**config.mk**
```make
export PLATFORM = sky130hd
export DESIGN_NAME = branch_redirect_ctrl
export DESIGN_NICKNAME = d
export VERILOG_FILES = /design/src/rtl/branch_redirect_ctrl.sv
export SDC_FILE = /design/constraint.sdc
export NUM_CORES = 1
export LEC_CHECK = 0
export BUFFER_PORTS_ARGS = -buffer_cell sky130_fd_sc_hd__buf_4
export CORE_MARGIN = 10
export CORE_UTILIZATION = 35
export DETAILED_ROUTE_END_ITERATION = 10
export GPL_ROUTABILITY_DRIVEN = 0
export GPL_TIMING_DRIVEN = 0
export HOLD_SLACK_MARGIN = 0.1
export SLEW_MARGIN = 5
export SYNTH_ARGS = -nofsm -noshare
export SYNTH_HDL_FRONTEND = slang
export SYNTH_SLANG_ARGS = --single-unit
```
**constraint.sdc**
```tcl
create_clock -name clk -period 2.1 [get_ports clk]
set_input_delay 0 -clock clk [delete_from_list [all_inputs] [get_ports clk]]
set_output_delay 0 -clock clk [all_outputs]
set_load 0.1 [all_outputs]
```
**src/rtl/branch_redirect_ctrl.sv**
```systemverilog
// ---------------------------------------------------------------------------
// branch_redirect_ctrl
//
// Arbitrates branch redirects from two execution lanes (A and B) onto a single
// shared PC redirect port. It also sequences lane flushes and unified/split
// mode changes.
//
// In unified mode, lane B never redirects, and a lane A redirect flushes both
// lanes. In split mode, each lane redirects and flushes on its own. When both
// lanes take a branch in the same cycle, lane A wins and lane B's redirect is
// replayed one cycle later.
//
// Ports
//   clk, rst                  clock, synchronous active-high reset
//   brA_valid/taken/target    lane A branch resolution
//   brB_valid/taken/target    lane B branch resolution
//   mode_req_valid, mode_req  mode change request (held until mode_req_ready)
//   mode_req_ready            one-cycle acknowledge of the mode request
//   mode                      current mode (1 unified, 0 split)
//   pc_redirect_valid/lane/target  one-cycle redirect strobe, owner, address
//   flushA, flushB            kill in-flight instructions of lane A / B
//   issue_stall               block issue on both lanes
//
// All outputs are registered. Redirect lane/target hold their last value
// while pc_redirect_valid is low.
// ---------------------------------------------------------------------------
module branch_redirect_ctrl #(
    parameter int XLEN         = 32,
    parameter int FLUSH_CYCLES = 2,    // legal range 1..15
    parameter bit RESET_MODE   = 1'b1
) (
    input  logic            clk,
    input  logic            rst,
    input  logic            brA_valid,
    input  logic            brA_taken,
    input  logic [XLEN-1:0] brA_target,
    input  logic            brB_valid,
    input  logic            brB_taken,
    input  logic [XLEN-1:0] brB_target,
    input  logic            mode_req_valid,
    input  logic            mode_req,
    output logic            mode_req_ready,
    output logic            mode,
    output logic            pc_redirect_valid,
    output logic            pc_redirect_lane,
    output logic [XLEN-1:0] pc_redirect_target,
    output logic            flushA,
    output logic            flushB,
    output logic            issue_stall
);

    localparam logic [3:0] FLUSH_LOAD = 4'(FLUSH_CYCLES);

    typedef enum logic [1:0] {IDLE, FLUSH, PEND_B, MODE_SW} state_t;

    state_t          stateReg;
    logic [3:0]      cntAReg, cntBReg;
    logic [3:0]      cntANext, cntBNext;
    logic [XLEN-1:0] pendTargetReg;
    logic            pendModeReg;

    logic takeA, takeB;
    logic acceptA, acceptB;
    logic modeAck, modeStart;
    logic countersDone;

    // Work out which requests are accepted this cycle and what the flush
    // counters become. A flush output is high exactly while its counter is
    // nonzero. The counter is loaded at the accepting edge, so the flush covers
    // FLUSH_CYCLES cycles starting with the redirect cycle.
    always_comb begin
        takeA     = brA_valid & brA_taken & ~flushA;
        takeB     = brB_valid & brB_taken & ~flushB & ~mode;
        acceptA   = 1'b0;
        acceptB   = 1'b0;
        modeAck   = 1'b0;
        modeStart = 1'b0;
        cntANext  = (cntAReg != 4'd0) ? cntAReg - 4'd1 : 4'd0;
        cntBNext  = (cntBReg != 4'd0) ? cntBReg - 4'd1 : 4'd0;

        case (stateReg)
            IDLE, FLUSH: begin
                acceptA = takeA;
                acceptB = takeB;
                if (acceptA) begin
                    cntANext = FLUSH_LOAD;
                    // Unified mode: a lane A redirect kills both lanes.
                    if (mode) begin
                        cntBNext = FLUSH_LOAD;
                    end
                end else if (acceptB) begin
                    // On a dual take, B's flush starts with its delayed redirect instead.
                    cntBNext = FLUSH_LOAD;
                end
                // Mode requests are serviced only when the pipe is quiet. The
                // ready guard stops the cycle that completes a handshake from
                // being taken as a fresh request.
                if (stateReg == IDLE && !takeA && !takeB &&
                    mode_req_valid && !mode_req_ready) begin
                    if (mode_req == mode) begin
                        modeAck = 1'b1;
                    end else begin
                        modeStart = 1'b1;
                        cntANext  = FLUSH_LOAD;
                        cntBNext  = FLUSH_LOAD;
                    end
                end
            end
            PEND_B: begin
                cntBNext = FLUSH_LOAD;
            end
            default: begin
            end
        endcase

        countersDone = (cntANext == 4'd0) && (cntBNext == 4'd0);
    end

    always_ff @(posedge clk) begin
        if (rst) begin
            stateReg           <= IDLE;
            cntAReg            <= 4'd0;
            cntBReg            <= 4'd0;
            pendTargetReg      <= '0;
            pendModeReg        <= RESET_MODE;
            mode               <= RESET_MODE;
            mode_req_ready     <= 1'b0;
            pc_redirect_valid  <= 1'b0;
            pc_redirect_lane   <= 1'b0;
            pc_redirect_target <= '0;
            flushA             <= 1'b0;
            flushB             <= 1'b0;
            issue_stall        <= 1'b0;
        end else begin
            cntAReg           <= cntANext;
            cntBReg           <= cntBNext;
            flushA            <= (cntANext != 4'd0);
            flushB            <= (cntBNext != 4'd0);
            pc_redirect_valid <= 1'b0;
            mode_req_ready    <= 1'b0;

            case (stateReg)
                IDLE, FLUSH: begin
                    if (acceptA) begin
                        pc_redirect_valid  <= 1'b1;
                        pc_redirect_lane   <= 1'b0;
                        pc_redirect_target <= brA_target;
                        if (acceptB) begin
                            // Lane B loses arbitration; replay its redirect next cycle.
                            pendTargetReg <= brB_target;
                            issue_stall   <= 1'b1;
                            stateReg      <= PEND_B;
                        end else begin
                            stateReg <= FLUSH;
                        end
                    end else if (acceptB) begin
                        pc_redirect_valid  <= 1'b1;
                        pc_redirect_lane   <= 1'b1;
                        pc_redirect_target <= brB_target;
                        stateReg           <= FLUSH;
                    end else if (modeAck) begin
                        mode_req_ready <= 1'b1;
                    end else if (modeStart) begin
                        pendModeReg <= mode_req;
                        issue_stall <= 1'b1;
                        stateReg    <= MODE_SW;
                    end else if (countersDone) begin
                        stateReg <= IDLE;
                    end
                end
                PEND_B: begin
                    pc_redirect_valid  <= 1'b1;
                    pc_redirect_lane   <= 1'b1;
                    pc_redirect_target <= pendTargetReg;
                    issue_stall        <= 1'b0;
                    stateReg           <= FLUSH;
                end
                MODE_SW: begin
                    // Switch modes in the first cycle with both lanes drained.
                    if (countersDone) begin
                        mode           <= pendModeReg;
                        mode_req_ready <= 1'b1;
                        issue_stall    <= 1'b0;
                        stateReg       <= IDLE;
                    end
                end
                default: begin
                    stateReg <= IDLE;
                end
            endcase
        end
    end

endmodule

```
==> results of run 1 <==
[cells in the final DEF (no fill, tap or decap), types with 4 or more instances in the layout]
master,instances
buf_2,10
o32ai_2,29
buf_6,4
a21oi_1,40
buf_4,110
nand2b_1,5
clkbuf_8,9
o21ai_0,4
nand2_1,72
o22ai_1,32
dlygate4sd3_1,66
dfxtp_1,79
inv_1,35
nor2_1,44
nor3_1,5
a31oi_1,4
clkbuf_1,16
[per-stage QoR]
step	hold WS [ns]	std cells	cell area [µm²]	total power [mW]	utilization
after floorplan	0.136	417	3620	2.27	-
after global placement	0.258	663	4620	2.54	0.453
after detailed placement	0.266	663	4620	2.55	0.453
after CTS	0.193	745	5500	3.91	0.540
after global routing	0.216	745	5500	4.05	0.540
final	0.205	745	5500	3.88	0.540
[metal layers]
layer,track usage,vias up,share of wire
li1,-,1833,-
met1,0.189,1710,0.43
met2,0.273,92,0.50
met3,0.0375,13,0.056
met4,0.0611,0,0.016
met5,0,-,0
[final cells by class]
cell class / count / share of cell area
flip-flops and latches: 82 / 0.299
inverters: 35 / 0.0239
clock buffers: 9 / 0.0225
repair buffers: 176 / 0.270
plain buffers: 31 / 0.0291
well taps: 136 / 0.0309
multi-input cells: 269 / 0.307
clock inverters: 7 / 0.0171
[sequential cells by signal, summed over array words and instances, names as in the netlist]
register            cells
pendTargetReg          32
flushB                  1
stateReg                2
pc_redirect_target     32
pc_redirect_lane        1
flushA                  1
cntBReg                 4
pendModeReg             1
pc_redirect_valid       1
cntAReg                 4
mode                    1
mode_req_ready          1
issue_stall             1
[worst max-delay path, delay by kind of cell, from the launching register on]
| kind | cells | cell delay [ns] |
|---|---|---|
| compound gates | 3 | 0.71 |
| buf+inv | 2 | 0.64 |
| simple gates | 1 | 0.20 |
| flops | 1 | 0.33 |
[cell families (layout without fill, tap and decap cells)]
group | after synthesis | in the layout
buf+inv | 66 | 258
simple gates | 143 | 143
xor+xnor | 1 | 1
mux | 1 | 1
compound gates | 124 | 124
flops | 82 | 82
[how the worst max path moves through the flow]
| stage | start | end | depth (start not counted) |
|---|---|---|---|
| floorplan | flushA$_SDFF_PP0_ | pc_redirect_target[20]$_SDFFE_PP0P_ | 7 |
| global placement | flushA$_SDFF_PP0_ | pc_redirect_target[7]$_SDFFE_PP0P_ | 6 |
| detailed placement | flushA$_SDFF_PP0_ | pc_redirect_target[7]$_SDFFE_PP0P_ | 6 |
| CTS | flushA$_SDFF_PP0_ | pc_redirect_target[7]$_SDFFE_PP0P_ | 6 |
| global route | flushA$_SDFF_PP0_ | pc_redirect_target[5]$_SDFFE_PP0P_ | 6 |
| finish | flushA$_SDFF_PP0_ | pc_redirect_target[31]$_SDFFE_PP0P_ | 6 |
[repair_timing]
| action | in CTS | in global routing |
|---|---|---|
| hold buffers | 66 | 0 |
| endpoints found under the hold margin | 65 | 0 |
| setup endpoints to repair | 0 | 8 |
| gates resized for setup | 0 | 3 |
[report_power, final]
part           internal [mW]  switching (mW)
clock network          0.667           0.602
logic                  0.355           0.607
registers               1.61          0.0413
==> impl_table.tex, run 1 <==
\begin{tabular}{lr}
\hline
Metric & Value \\
\hline
\multicolumn{2}{l}{\textbf{Status}} \\
\quad Result of the run & completed \\
\multicolumn{2}{l}{\textbf{Placed design}} \\
\quad Number of buffers inserted by port buffering & 110 \\
\quad DP HPWL & 8.42 mm \\
\quad Setup slack at placement & 0.0735 ns \\
\multicolumn{2}{l}{\textbf{GRT}} \\
\quad All-Layer GR Usage & 0.159 \\
\quad Number of antenna violations at the first check in global routing & 0 \\
\quad Global route total overflow & 0 \\
\quad Vias in the first global route & 3811 \\
\quad Global-route wire length before repair & 19.1 mm \\
\quad Maximum number of pins on one net before global-route repair & 15 \\
\multicolumn{2}{l}{\textbf{Routing}} \\
\quad Detailed router's first-iteration violation count & 157 \\
\quad Number of search-and-repair iterations in the first detailed-routing pass & 4 \\
\quad Overall routed net length & 11.8 mm \\
\quad Antenna viol nets, final & 0 \\
\quad Per-cell via count in the routed design & 4.90 \\
\quad Detailed-route wire length per cell & 15.8 µm \\
\quad Number of remaining DRC errors & 0 \\
\quad Via count & 3648 \\
\multicolumn{2}{l}{\textbf{Setup path}} \\
\quad Crit. End Element & flop \\
\quad Critical path fanouts, max & 10 \\
\quad Worst Reg2Reg Path Length in Cells & 6 \\
\quad CP Data Required Time & 2.37 ns \\
\quad R2r setup slk & 0.14 ns \\
\quad Data arrival, critical path & 2.22 ns \\
\quad Critical path launch point type & flop \\
\quad Delay of the slowest cell on the worst path & 0.45 ns \\
\quad Endpoint of the worst register-to-register path & pc\_redirect\_target[31]\$\_SDFFE\_PP0P\_ \\
\quad Category of the critical setup timing path & reg2reg \\
\quad Critical-path cell list & and3b\_1 -> buf\_2 -> o21a\_1 -> clkbuf\_1 -> o22ai\_1 -> o32ai\_2 \\
\quad Cell with the largest stage delay on the worst path & clkbuf\_1 \\
\quad Worst reg2reg startpoint & flushA\$\_SDFF\_PP0\_ \\
\multicolumn{2}{l}{\textbf{Power}} \\
\quad Total leakage power & 2.14 nW \\
\quad PD cells & 705 nW/µm² \\
\quad Maximum vdd drop & 0.000387 V \\
\multicolumn{2}{l}{\textbf{Cells and area}} \\
\quad Multi-input logic area & 1690 µm² \\
\quad Layout overhead on the synthesized area & 52.0\% \\
\quad Fraction of final layout cells sized beyond drive strength 1 & 0.289 \\
\quad Area taken by flip-flops and latches & 1650 µm² \\
\quad Count of filler cells inserted in the layout & 922 \\
\quad Final antenna diode count & 0 \\
\quad Number of nets at the end of the flow & 676 \\
\multicolumn{2}{l}{\textbf{Synth}} \\
\quad Post-synthesis sequential area ratio & 0.454 \\
\quad Library cell occupying the most area in the post-synthesis netlist & dfxtp\_1 \\
\quad Synthesized flop and latch total & 82 \\
\quad Synthesized-area fraction occupied by ao, oa, aoi and oai cells & 0.285 \\
\quad Count of different cell masters after synthesis & 36 \\
\quad Nets in the synthesized netlist & 489 \\
\quad Mean area per synthesized cell & 8.68 µm² \\
\quad Commonest cells in the synthesized netlist & 82 x dfxtp\_1, 72 x nand2\_1, 45 x nor2\_1 \\
\quad Most used DFF post-synth & dfxtp\_1 \\
\quad Number of standard cells after synthesis & 417 \\
\quad Proportion of synthesized flip-flops having asynchronous set or reset & 0 \\
\quad Yosys warning total & 0 \\
\quad Portion of synthesized cell area occupied by the leading cell type & 0.454 \\
\quad Main combinational cell family by area after synthesis & compound AO/OA/AOI/OAI gates \\
\quad Post-synthesis mux area share & 0.00277 \\
\quad Count of flip-flops with a built-in enable after synthesis & 0 \\
\quad Most frequent cell after synthesis & dfxtp\_1 \\
\quad Top cells by area in the synthesized netlist & dfxtp\_1 45\%, o32ai\_2 13\%, nand2\_1 7.5\% \\
\quad Total standard cell area after synthesis & 3620 µm² \\
\quad Simple-gate share of the synthesized area & 0.176 \\
\quad Share of the synthesized netlist area taken by xor and xnor gates & 0.00242 \\
\quad Synthesized-area fraction occupied by adder cells & 0 \\
\multicolumn{2}{l}{\textbf{STA}} \\
\quad Ratio of final minimum period to clock period & 0.931 \\
\quad Final hold violation count & 0 \\
\quad Max-slew violation count & 0 \\
\quad Worst Clk Skew & 0.0105 ns \\
\quad Min cycle time layout & 1.96 ns \\
\quad Final setup violation count & 0 \\
\quad Final worst-path setup slack & 0.144 ns \\
\quad Achievable clock frequency & 511 MHz \\
\quad Relative max-transition margin & 0.619 \\
\quad Worst slew pin tran & 0.567 ns \\
\quad Setup repair after global routing missed its margin & false \\
\quad Fin Setup TNS & 0 ns \\
\multicolumn{2}{l}{\textbf{Min path}} \\
\quad Hold path endpoint & pendTargetReg[1]\$\_SDFFE\_PP0P\_ \\
\quad Instance count along the most critical hold path & 5 \\
\quad Origin of the worst min-delay path & brB\_valid \\
\quad Hold/Removal Path Class & in2reg \\
\multicolumn{2}{l}{\textbf{Die}} \\
\quad Number of top-level pins & 111 \\
\quad Starting density of the core & 0.355 \\
\quad Die span in y & 122 µm \\
\quad Core footprint & 10200 µm² \\
\quad Die extent in x & 122 µm \\
\quad Std-Cell Rows & 37 \\
\quad Full die area & 14800 µm² \\
\multicolumn{2}{l}{\textbf{Clock network}} \\
\quad CTS Root Buffer Type & clkbuf\_8 \\
\quad Clock sink total & 82 \\
\quad Total CTS buffers & 9 \\
\quad Worst-case clock buffer depth & 2 \\
\quad Clk pin slew, worst setup/hold paths & 0.09 ns \\
\quad CTS HTree Levels & 3 \\
\quad CTS tree & built \\
\quad Clock latency on the worst-skew pair & 0.36 ns \\
\quad Post-CTS setup-driven buffer insertion count & 0 \\
\multicolumn{2}{l}{\textbf{Job}} \\
\quad Max cap viols & 0 \\
\hline
\end{tabular}
(Power assumes the default switching activity.)
==> run 2, diff against run 1 <==
--- a/config.mk
+++ b/config.mk
@@ -6,4 +6,5 @@
 export NUM_CORES = 1
 export LEC_CHECK = 0
+export ABC_AREA = 1
 export BUFFER_PORTS_ARGS = -buffer_cell sky130_fd_sc_hd__buf_4
 export CORE_MARGIN = 10
==> constraint.sdc (replaced) <==
create_clock -name clk -period 2.3 [get_ports clk]
set_input_delay 0 -clock clk [delete_from_list [all_inputs] [get_ports clk]]
set_output_delay 0 -clock clk [all_outputs]
set_load 0.02 [all_outputs]
==> run 2 against run 1 <==
Net effect: clock power grew 4%; synthesized cell count up 29%; critical path depth unchanged; sequential power down 5%; non-clock buffer count is 5 higher; routed wire length is 18% higher.
==> impl_table.tex, run 2 <==
\begin{tabular}{lr}
\hline
Metric & Value \\
\hline
\multicolumn{2}{l}{\textbf{Synth}} \\
\quad Post-synthesis sequential area ratio & 0.421 \\
\quad Synthesized-area fraction occupied by ao, oa, aoi and oai cells & 0.211 \\
\quad Nets in the synthesized netlist & 608 \\
\quad Count of different cell masters after synthesis & 35 \\
\quad Proportion of synthesized flip-flops having asynchronous set or reset & 0 \\
\quad Share of the synthesized netlist area taken by xor and xnor gates & 0 \\
\quad Yosys warning total & 0 \\
\quad Synthesized flop and latch total & 82 \\
\quad Post-synthesis mux area share & 0 \\
\quad Main combinational cell family by area after synthesis & simple AND/OR/NAND/NOR gates \\
\quad Simple-gate share of the synthesized area & 0.281 \\
\quad Mean area per synthesized cell & 7.27 µm² \\
\quad Portion of synthesized cell area occupied by the leading cell type & 0.421 \\
\quad Most used DFF post-synth & dfxtp\_1 \\
\quad Number of standard cells after synthesis & 536 \\
\quad Synthesized-area fraction occupied by adder cells & 0 \\
\quad Commonest cells in the synthesized netlist & 96 x nand2\_1, 82 x dfxtp\_1, 69 x nor2\_1 \\
\quad Count of flip-flops with a built-in enable after synthesis & 0 \\
\quad Top cells by area in the synthesized netlist & dfxtp\_1 42\%, nand2\_1 9.2\%, o21ai\_0 7.8\% \\
\quad Total standard cell area after synthesis & 3900 µm² \\
\quad Library cell occupying the most area in the post-synthesis netlist & dfxtp\_1 \\
\quad Most frequent cell after synthesis & nand2\_1 \\
\multicolumn{2}{l}{\textbf{Setup path}} \\
\quad Crit. End Element & flop \\
\quad Buffers \& Inverters on Critical Path & 3 \\
\quad CP Data Required Time & 2.59 ns \\
\quad Critical path launch point type & flop \\
\quad Delay of the slowest cell on the worst path & 0.60 ns \\
\quad Data arrival, critical path & 2.35 ns \\
\quad Cell type with the highest occurrence count on the critical path & dlygate4sd3\_1 \\
\quad Category of the critical setup timing path & reg2reg \\
\quad Worst reg2reg startpoint & flushA\$\_SDFF\_PP0\_ \\
\quad Delay-heaviest family, CP & buffers and inverters \\
\quad Critical path fanouts, max & 4 \\
\quad CP startpoint & flushA\$\_SDFF\_PP0\_ \\
\quad Cell with the largest stage delay on the worst path & dlygate4sd3\_1 \\
\quad Critical-path cell list & inv\_2 -> nand3\_4 -> dlygate4sd3\_1 -> nand4\_1 -> dlygate4sd3\_1 -> a21oi\_2 \\
\multicolumn{2}{l}{\textbf{Clock network}} \\
\quad Total CTS buffers & 9 \\
\quad CTS tree & built \\
\quad Worst-case clock buffer depth & 2 \\
\quad CTS HTree Levels & 3 \\
\quad Clock sink total & 82 \\
\quad CTS Root Buffer Type & clkbuf\_8 \\
\quad Clk pin slew, worst setup/hold paths & 0.09 ns \\
\quad Cells resized by post-CTS repair & 0 \\
\quad Clock latency on the worst-skew pair & 0.36 ns \\
\multicolumn{2}{l}{\textbf{STA}} \\
\quad Final worst-path setup slack & 0.238 ns \\
\quad Worst Clk Skew & 0.00748 ns \\
\quad Final hold violation count & 0 \\
\quad Max-slew violation count & 0 \\
\quad Final setup violation count & 0 \\
\quad Worst slew pin tran & 0.562 ns \\
\quad Achievable clock frequency & 485 MHz \\
\quad Ratio of final minimum period to clock period & 0.897 \\
\quad Fin Setup TNS & 0 ns \\
\quad Setup repair after global routing missed its margin & false \\
\quad Relative max-transition margin & 0.625 \\
\quad Worst Hold Margin & 0.135 ns \\
\quad Min cycle time layout & 2.06 ns \\
\multicolumn{2}{l}{\textbf{Placed design}} \\
\quad Setup slack at placement & 0.557 ns \\
\quad DP HPWL & 9.89 mm \\
\quad Cell total after placement & 786 \\
\quad Placed Area & 4900 µm² \\
\quad Number of buffers inserted by port buffering & 110 \\
\multicolumn{2}{l}{\textbf{Power}} \\
\quad Maximum vdd drop & 0.000277 V \\
\quad PD cells & 672 nW/µm² \\
\quad Total leakage power & 2.66 nW \\
\quad Power, Total & 3.94 mW \\
\multicolumn{2}{l}{\textbf{Job}} \\
\quad Max cap viols & 0 \\
\multicolumn{2}{l}{\textbf{GRT}} \\
\quad Met3 Resource Use GR & 0.0359 \\
\quad Met1 demand-to-capacity share in global routing & 0.201 \\
\quad Global-route wire length before repair & 22.5 mm \\
\quad Global route total overflow & 0 \\
\quad Vias in the first global route & 4472 \\
\quad Met2 usage & 0.295 \\
\quad Maximum number of pins on one net before global-route repair & 15 \\
\quad Number of antenna violations at the first check in global routing & 0 \\
\quad Layer carrying the most global-route usage & met2 \\
\quad All-Layer GR Usage & 0.171 \\
\multicolumn{2}{l}{\textbf{Cells and area}} \\
\quad Largest registers in the final layout & pc\_redirect\_target (32), pendTargetReg (32) \\
\quad Non-filler instance count after layout & 873 \\
\quad Total non-filler cell area in the finished layout & 5850 µm² \\
\quad Final core area utilization & 0.538 \\
\quad Most frequent cells in the layout & 113 x buf\_4, 96 x nand2\_1, 82 x dfxtp\_1 \\
\quad Number of nets at the end of the flow & 799 \\
\quad Most common cell after layout, fill and taps aside & buf\_4 \\
\quad Count of filler cells inserted in the layout & 994 \\
\quad Fraction of final layout cells sized beyond drive strength 1 & 0.262 \\
\quad Layout overhead on the synthesized area & 50.2\% \\
\multicolumn{2}{l}{\textbf{Die}} \\
\quad Number of top-level pins & 111 \\
\quad Die span in y & 126 µm \\
\quad Starting density of the core & 0.358 \\
\quad Full die area & 15800 µm² \\
\quad Std-Cell Rows & 38 \\
\quad Die extent in x & 126 µm \\
\quad Core footprint & 10900 µm² \\
\multicolumn{2}{l}{\textbf{Routing}} \\
\quad Overall routed net length & 13.9 mm \\
\quad Number of remaining DRC errors & 0 \\
\quad Detailed-route wire length per cell & 15.9 µm \\
\quad Number of search-and-repair iterations in the first detailed-routing pass & 5 \\
\quad Via count & 4413 \\
\quad Antenna viol nets, final & 0 \\
\quad Per-cell via count in the routed design & 5.05 \\
\quad Detailed router's first-iteration violation count & 235 \\
\multicolumn{2}{l}{\textbf{Min path}} \\
\quad Origin of the worst min-delay path & brB\_taken \\
\quad Hold/Removal Path Class & in2reg \\
\multicolumn{2}{l}{\textbf{Status}} \\
\quad Result of the run & completed \\
\hline
\end{tabular}
## run 2: power breakdown
group          switching [mW]  leakage [nW]  internal, mW  total [mW]
logic                   0.585          1.87         0.460        1.05
clock network           0.562         0.119         0.753        1.32
registers              0.0607         0.667          1.51        1.57
total                    1.21          2.66          2.73        3.94
## run 2: final timing paths
check | slack (ns) | depth (start not counted) | to
setup / recovery | 0.24 | 6 | mode_req_ready$_SDFF_PP0_
setup reg to reg | 0.24 | 6 | mode_req_ready$_SDFF_PP0_
hold reg to reg | 0.46 | 2 | pendTargetReg[21]$_SDFFE_PP0P_
hold / removal | 0.14 | 5 | pc_redirect_lane$_SDFFE_PP0P_
## run 2: logic make-up after synthesis
logic type	Yosys count
compound gates	149
flops	82
buf+inv	71
simple gates	234
## run 2: cell type report
cell class	instances	area, µm²	share of cell area
inverters	39	156	0.0267
clock buffers	10	138	0.0235
diodes	1	2.50	0.000427
repair buffers	180	1530	0.261
clock inverters	6	114	0.0194
multi-input cells	383	1920	0.327
well taps	140	175	0.0299
flip-flops and latches	82	1640	0.280
plain buffers	32	184	0.0314
## run 2: what timing repair did
item	4_1_cts	5_1_grt
hold endpoints to repair	71	0
hold buffers	70	0
setup buffers	0	0
## run 2: tightest hold or removal path: cells and delay by family
family | cells | cell delay [ns]
buf+inv | 1 | 0.11
compound gates | 1 | 0.07
simple gates | 3 | 0.26
## run 2: layer usage
| metal | part of all wire | vias up | wire length (µm) |
|---|---|---|---|
| met2 | 0.49 | 160 | 6840 |
| met3 | 0.059 | 26 | 822 |
| li1 | - | 2157 | - |
| met1 | 0.43 | 2070 | 5960 |
| met4 | 0.021 | 0 | 293 |
| met5 | 0 | - | 0 |
==> run 3, diff against run 2 <==
- CORE_ASPECT_RATIO: unset -> 1.5
- MAX_ROUTING_LAYER: unset -> met4
==> run 3 against run 2 <==
Net effect: register-to-register slack improved by 0.29 ns; largest cell class unchanged; worst hold slack got worse by 0.039 ns; critical endpoint is now pendModeReg$_SDFFE_PP1P_; design area fell by 1.7%; flip-flop and latch count did not move; routed wire length rose by 0.60%; combinational power barely moved; clock-buffer cell count rose by 2; largest power group unchanged; clock skew fell by 0.0031 ns; utilization fell by 1.5 points.
==> impl_table.tex, run 3 (same netlist as run 2, synthesis figures left out) <==
\begin{tabular}{lr}
\hline
Metric & Value \\
\hline
\multicolumn{2}{l}{\textbf{Die}} \\
\quad Full die area & 15800 µm² \\
\quad Starting density of the core & 0.355 \\
\quad Die extent in x & 106 µm \\
\quad Std-Cell Rows & 47 \\
\quad Number of top-level pins & 111 \\
\quad Core footprint & 11000 µm² \\
\quad Die span in y & 149 µm \\
\multicolumn{2}{l}{\textbf{GRT}} \\
\quad All-Layer GR Usage & 0.183 \\
\quad Global-route wire length before repair & 22.6 mm \\
\quad Maximum number of pins on one net before global-route repair & 13 \\
\quad Global route total overflow & 0 \\
\quad Number of antenna violations at the first check in global routing & 1 \\
\quad Vias in the first global route & 4549 \\
\multicolumn{2}{l}{\textbf{Setup path}} \\
\quad Delay-heaviest family, CP & buffers and inverters \\
\quad Data arrival, critical path & 2.00 ns \\
\quad Worst Reg2Reg Path Length in Cells & 8 \\
\quad Delay of the slowest cell on the worst path & 0.56 ns \\
\quad Cell with the largest stage delay on the worst path & dlygate4sd3\_1 \\
\quad CP Data Required Time & 2.52 ns \\
\quad Cell type with the highest occurrence count on the critical path & nand2\_2 \\
\quad Buffers \& Inverters on Critical Path & 2 \\
\quad Category of the critical setup timing path & reg2reg \\
\quad Number of stages on the worst setup path & 8 \\
\quad Critical-path cell list & inv\_2 -> nand2\_2 -> nand2\_2 -> nor2\_2 -> nand2\_2 -> a21oi\_1 -> o21ai\_0 -> dlygate4sd3\_1 \\
\quad Critical path launch point type & flop \\
\quad Critical path fanouts, max & 6 \\
\quad Crit. End Element & flop \\
\multicolumn{2}{l}{\textbf{Power}} \\
\quad Clk pwr share & 0.337 \\
\quad Register share of total power & 0.399 \\
\quad Combinational share of power & 0.263 \\
\quad Total leakage power & 2.63 nW \\
\quad Net switching power of the design & 1.20 mW \\
\quad PD cells & 685 nW/µm² \\
\quad Internal power contribution & 2.74 mW \\
\quad Maximum vdd drop & 0.000437 V \\
\quad Switching share of power & 0.305 \\
\multicolumn{2}{l}{\textbf{Clock network}} \\
\quad CTS HTree Levels & 3 \\
\quad Clk pin slew, worst setup/hold paths & 0.06 ns \\
\quad Clock latency on the worst-skew pair & 0.34 ns \\
\quad Clock sink total & 82 \\
\quad CTS Root Buffer Type & clkbuf\_16 \\
\quad Cells resized by post-CTS repair & 0 \\
\quad CTS tree & built \\
\quad Worst-case clock buffer depth & 2 \\
\quad Total CTS buffers & 9 \\
\quad Post-CTS setup-driven buffer insertion count & 0 \\
\quad Quantity of hold-fixing buffers added after cts & 57 \\
\multicolumn{2}{l}{\textbf{Cells and area}} \\
\quad Most common cell after layout, fill and taps aside & buf\_4 \\
\quad Number of nets at the end of the flow & 786 \\
\quad Fraction of final layout cells sized beyond drive strength 1 & 0.265 \\
\quad Total non-filler cell area in the finished layout & 5750 µm² \\
\quad Largest registers in the final layout & pc\_redirect\_target (32), pendTargetReg (32) \\
\quad Most frequent cells in the layout & 113 x buf\_4, 96 x nand2\_1, 82 x dfxtp\_1 \\
\quad Layout overhead on the synthesized area & 47.6\% \\
\multicolumn{2}{l}{\textbf{Routing}} \\
\quad Overall routed net length & 14.0 mm \\
\quad Antenna viol nets, final & 0 \\
\quad Detailed-route wire length per cell & 16.2 µm \\
\quad Via count & 4274 \\
\quad Per-cell via count in the routed design & 4.94 \\
\quad Number of remaining DRC errors & 0 \\
\quad Number of search-and-repair iterations in the first detailed-routing pass & 5 \\
\quad Detailed router's first-iteration violation count & 234 \\
\multicolumn{2}{l}{\textbf{STA}} \\
\quad Worst Clk Skew & 0.00433 ns \\
\quad Final hold violation count & 0 \\
\quad Worst slew pin tran & 0.640 ns \\
\quad Fin Setup TNS & 0 ns \\
\quad Setup repair after global routing missed its margin & false \\
\quad Ratio of final minimum period to clock period & 0.771 \\
\quad Relative max-transition margin & 0.573 \\
\quad Achievable clock frequency & 564 MHz \\
\quad Final setup violation count & 0 \\
\quad Min cycle time layout & 1.77 ns \\
\quad Max-slew violation count & 0 \\
\multicolumn{2}{l}{\textbf{Placed design}} \\
\quad Number of buffers inserted by port buffering & 110 \\
\quad DP HPWL & 10.4 mm \\
\quad Placed Area & 4910 µm² \\
\multicolumn{2}{l}{\textbf{Status}} \\
\quad Result of the run & completed \\
\multicolumn{2}{l}{\textbf{Min path}} \\
\quad Instance count along the most critical hold path & 5 \\
\quad Hold/Removal Path Class & in2reg \\
\multicolumn{2}{l}{\textbf{Job}} \\
\quad Max cap viols & 0 \\
\hline
\end{tabular}
## run 3: path summary, 6_finish.rpt
path | startpoint | end | slack, ns
max | mode$_SDFFE_PP1P_ | pendModeReg$_SDFFE_PP1P_ | 0.53
min | brA_target[28] | pc_redirect_target[28]$_SDFFE_PP0P_ | 0.1
max reg2reg | mode$_SDFFE_PP1P_ | pendModeReg$_SDFFE_PP1P_ | 0.53
min reg2reg | pendTargetReg[24]$_SDFFE_PP0P_ | pendTargetReg[24]$_SDFFE_PP0P_ | 0.45
## run 3: power by group through the flow
stage          clock [mW]  combinational (mW)  sequential [mW]
2_1_floorplan           0               0.473             1.69
3_3_place_gp            0               0.949             1.60
3_5_place_dp            0               0.957             1.60
4_1_cts              1.35                1.04             1.57
5_1_grt              1.40                1.14             1.59
6_report             1.33                1.04             1.57
## run 3: per-stage QoR
| step | power [mW] | util | setup slack, ns | hold slack [ns] | std cells |
|---|---|---|---|---|---|
| after floorplan | 2.17 | - | 0.687 | 0.0997 | 536 |
| after global placement | 2.55 | 0.446 | 0.562 | 0.233 | 793 |
| after detailed placement | 2.56 | 0.446 | 0.561 | 0.239 | 793 |
| after CTS | 3.96 | 0.523 | 0.521 | 0.100 | 865 |
| after global routing | 4.12 | 0.523 | 0.370 | 0.126 | 866 |
| final | 3.94 | 0.523 | 0.527 | 0.0963 | 866 |
## run 3: cell type report
type | instances | area [µm²]
antenna | 1 | 2.50
buffer | 32 | 184
clock buffer | 12 | 256
clock inverter | 3 | 15.0
fill | 1066 | 5240
inverter | 39 | 156
multi-input combinational | 383 | 1920
sequential | 82 | 1640
tap | 147 | 184
timing repair buffer | 167 | 1400
## run 3: worst register-to-register path, cell delays in order (launching register included)
cell,delay (ns)
dfxtp_1,0.43
inv_2,0.09
nand2_2,0.08
nand2_2,0.05
nor2_2,0.11
nand2_2,0.13
a21oi_1,0.14
o21ai_0,0.08
dlygate4sd3_1,0.56
## run 3: routing by layer
metal,global-route usage,up-vias,part of all wire
li1,-,2138,-
met1,0.190,1974,0.41
met2,0.328,128,0.52
met3,0.0290,34,0.039
met4,0.0924,0,0.033
met5,-,-,0
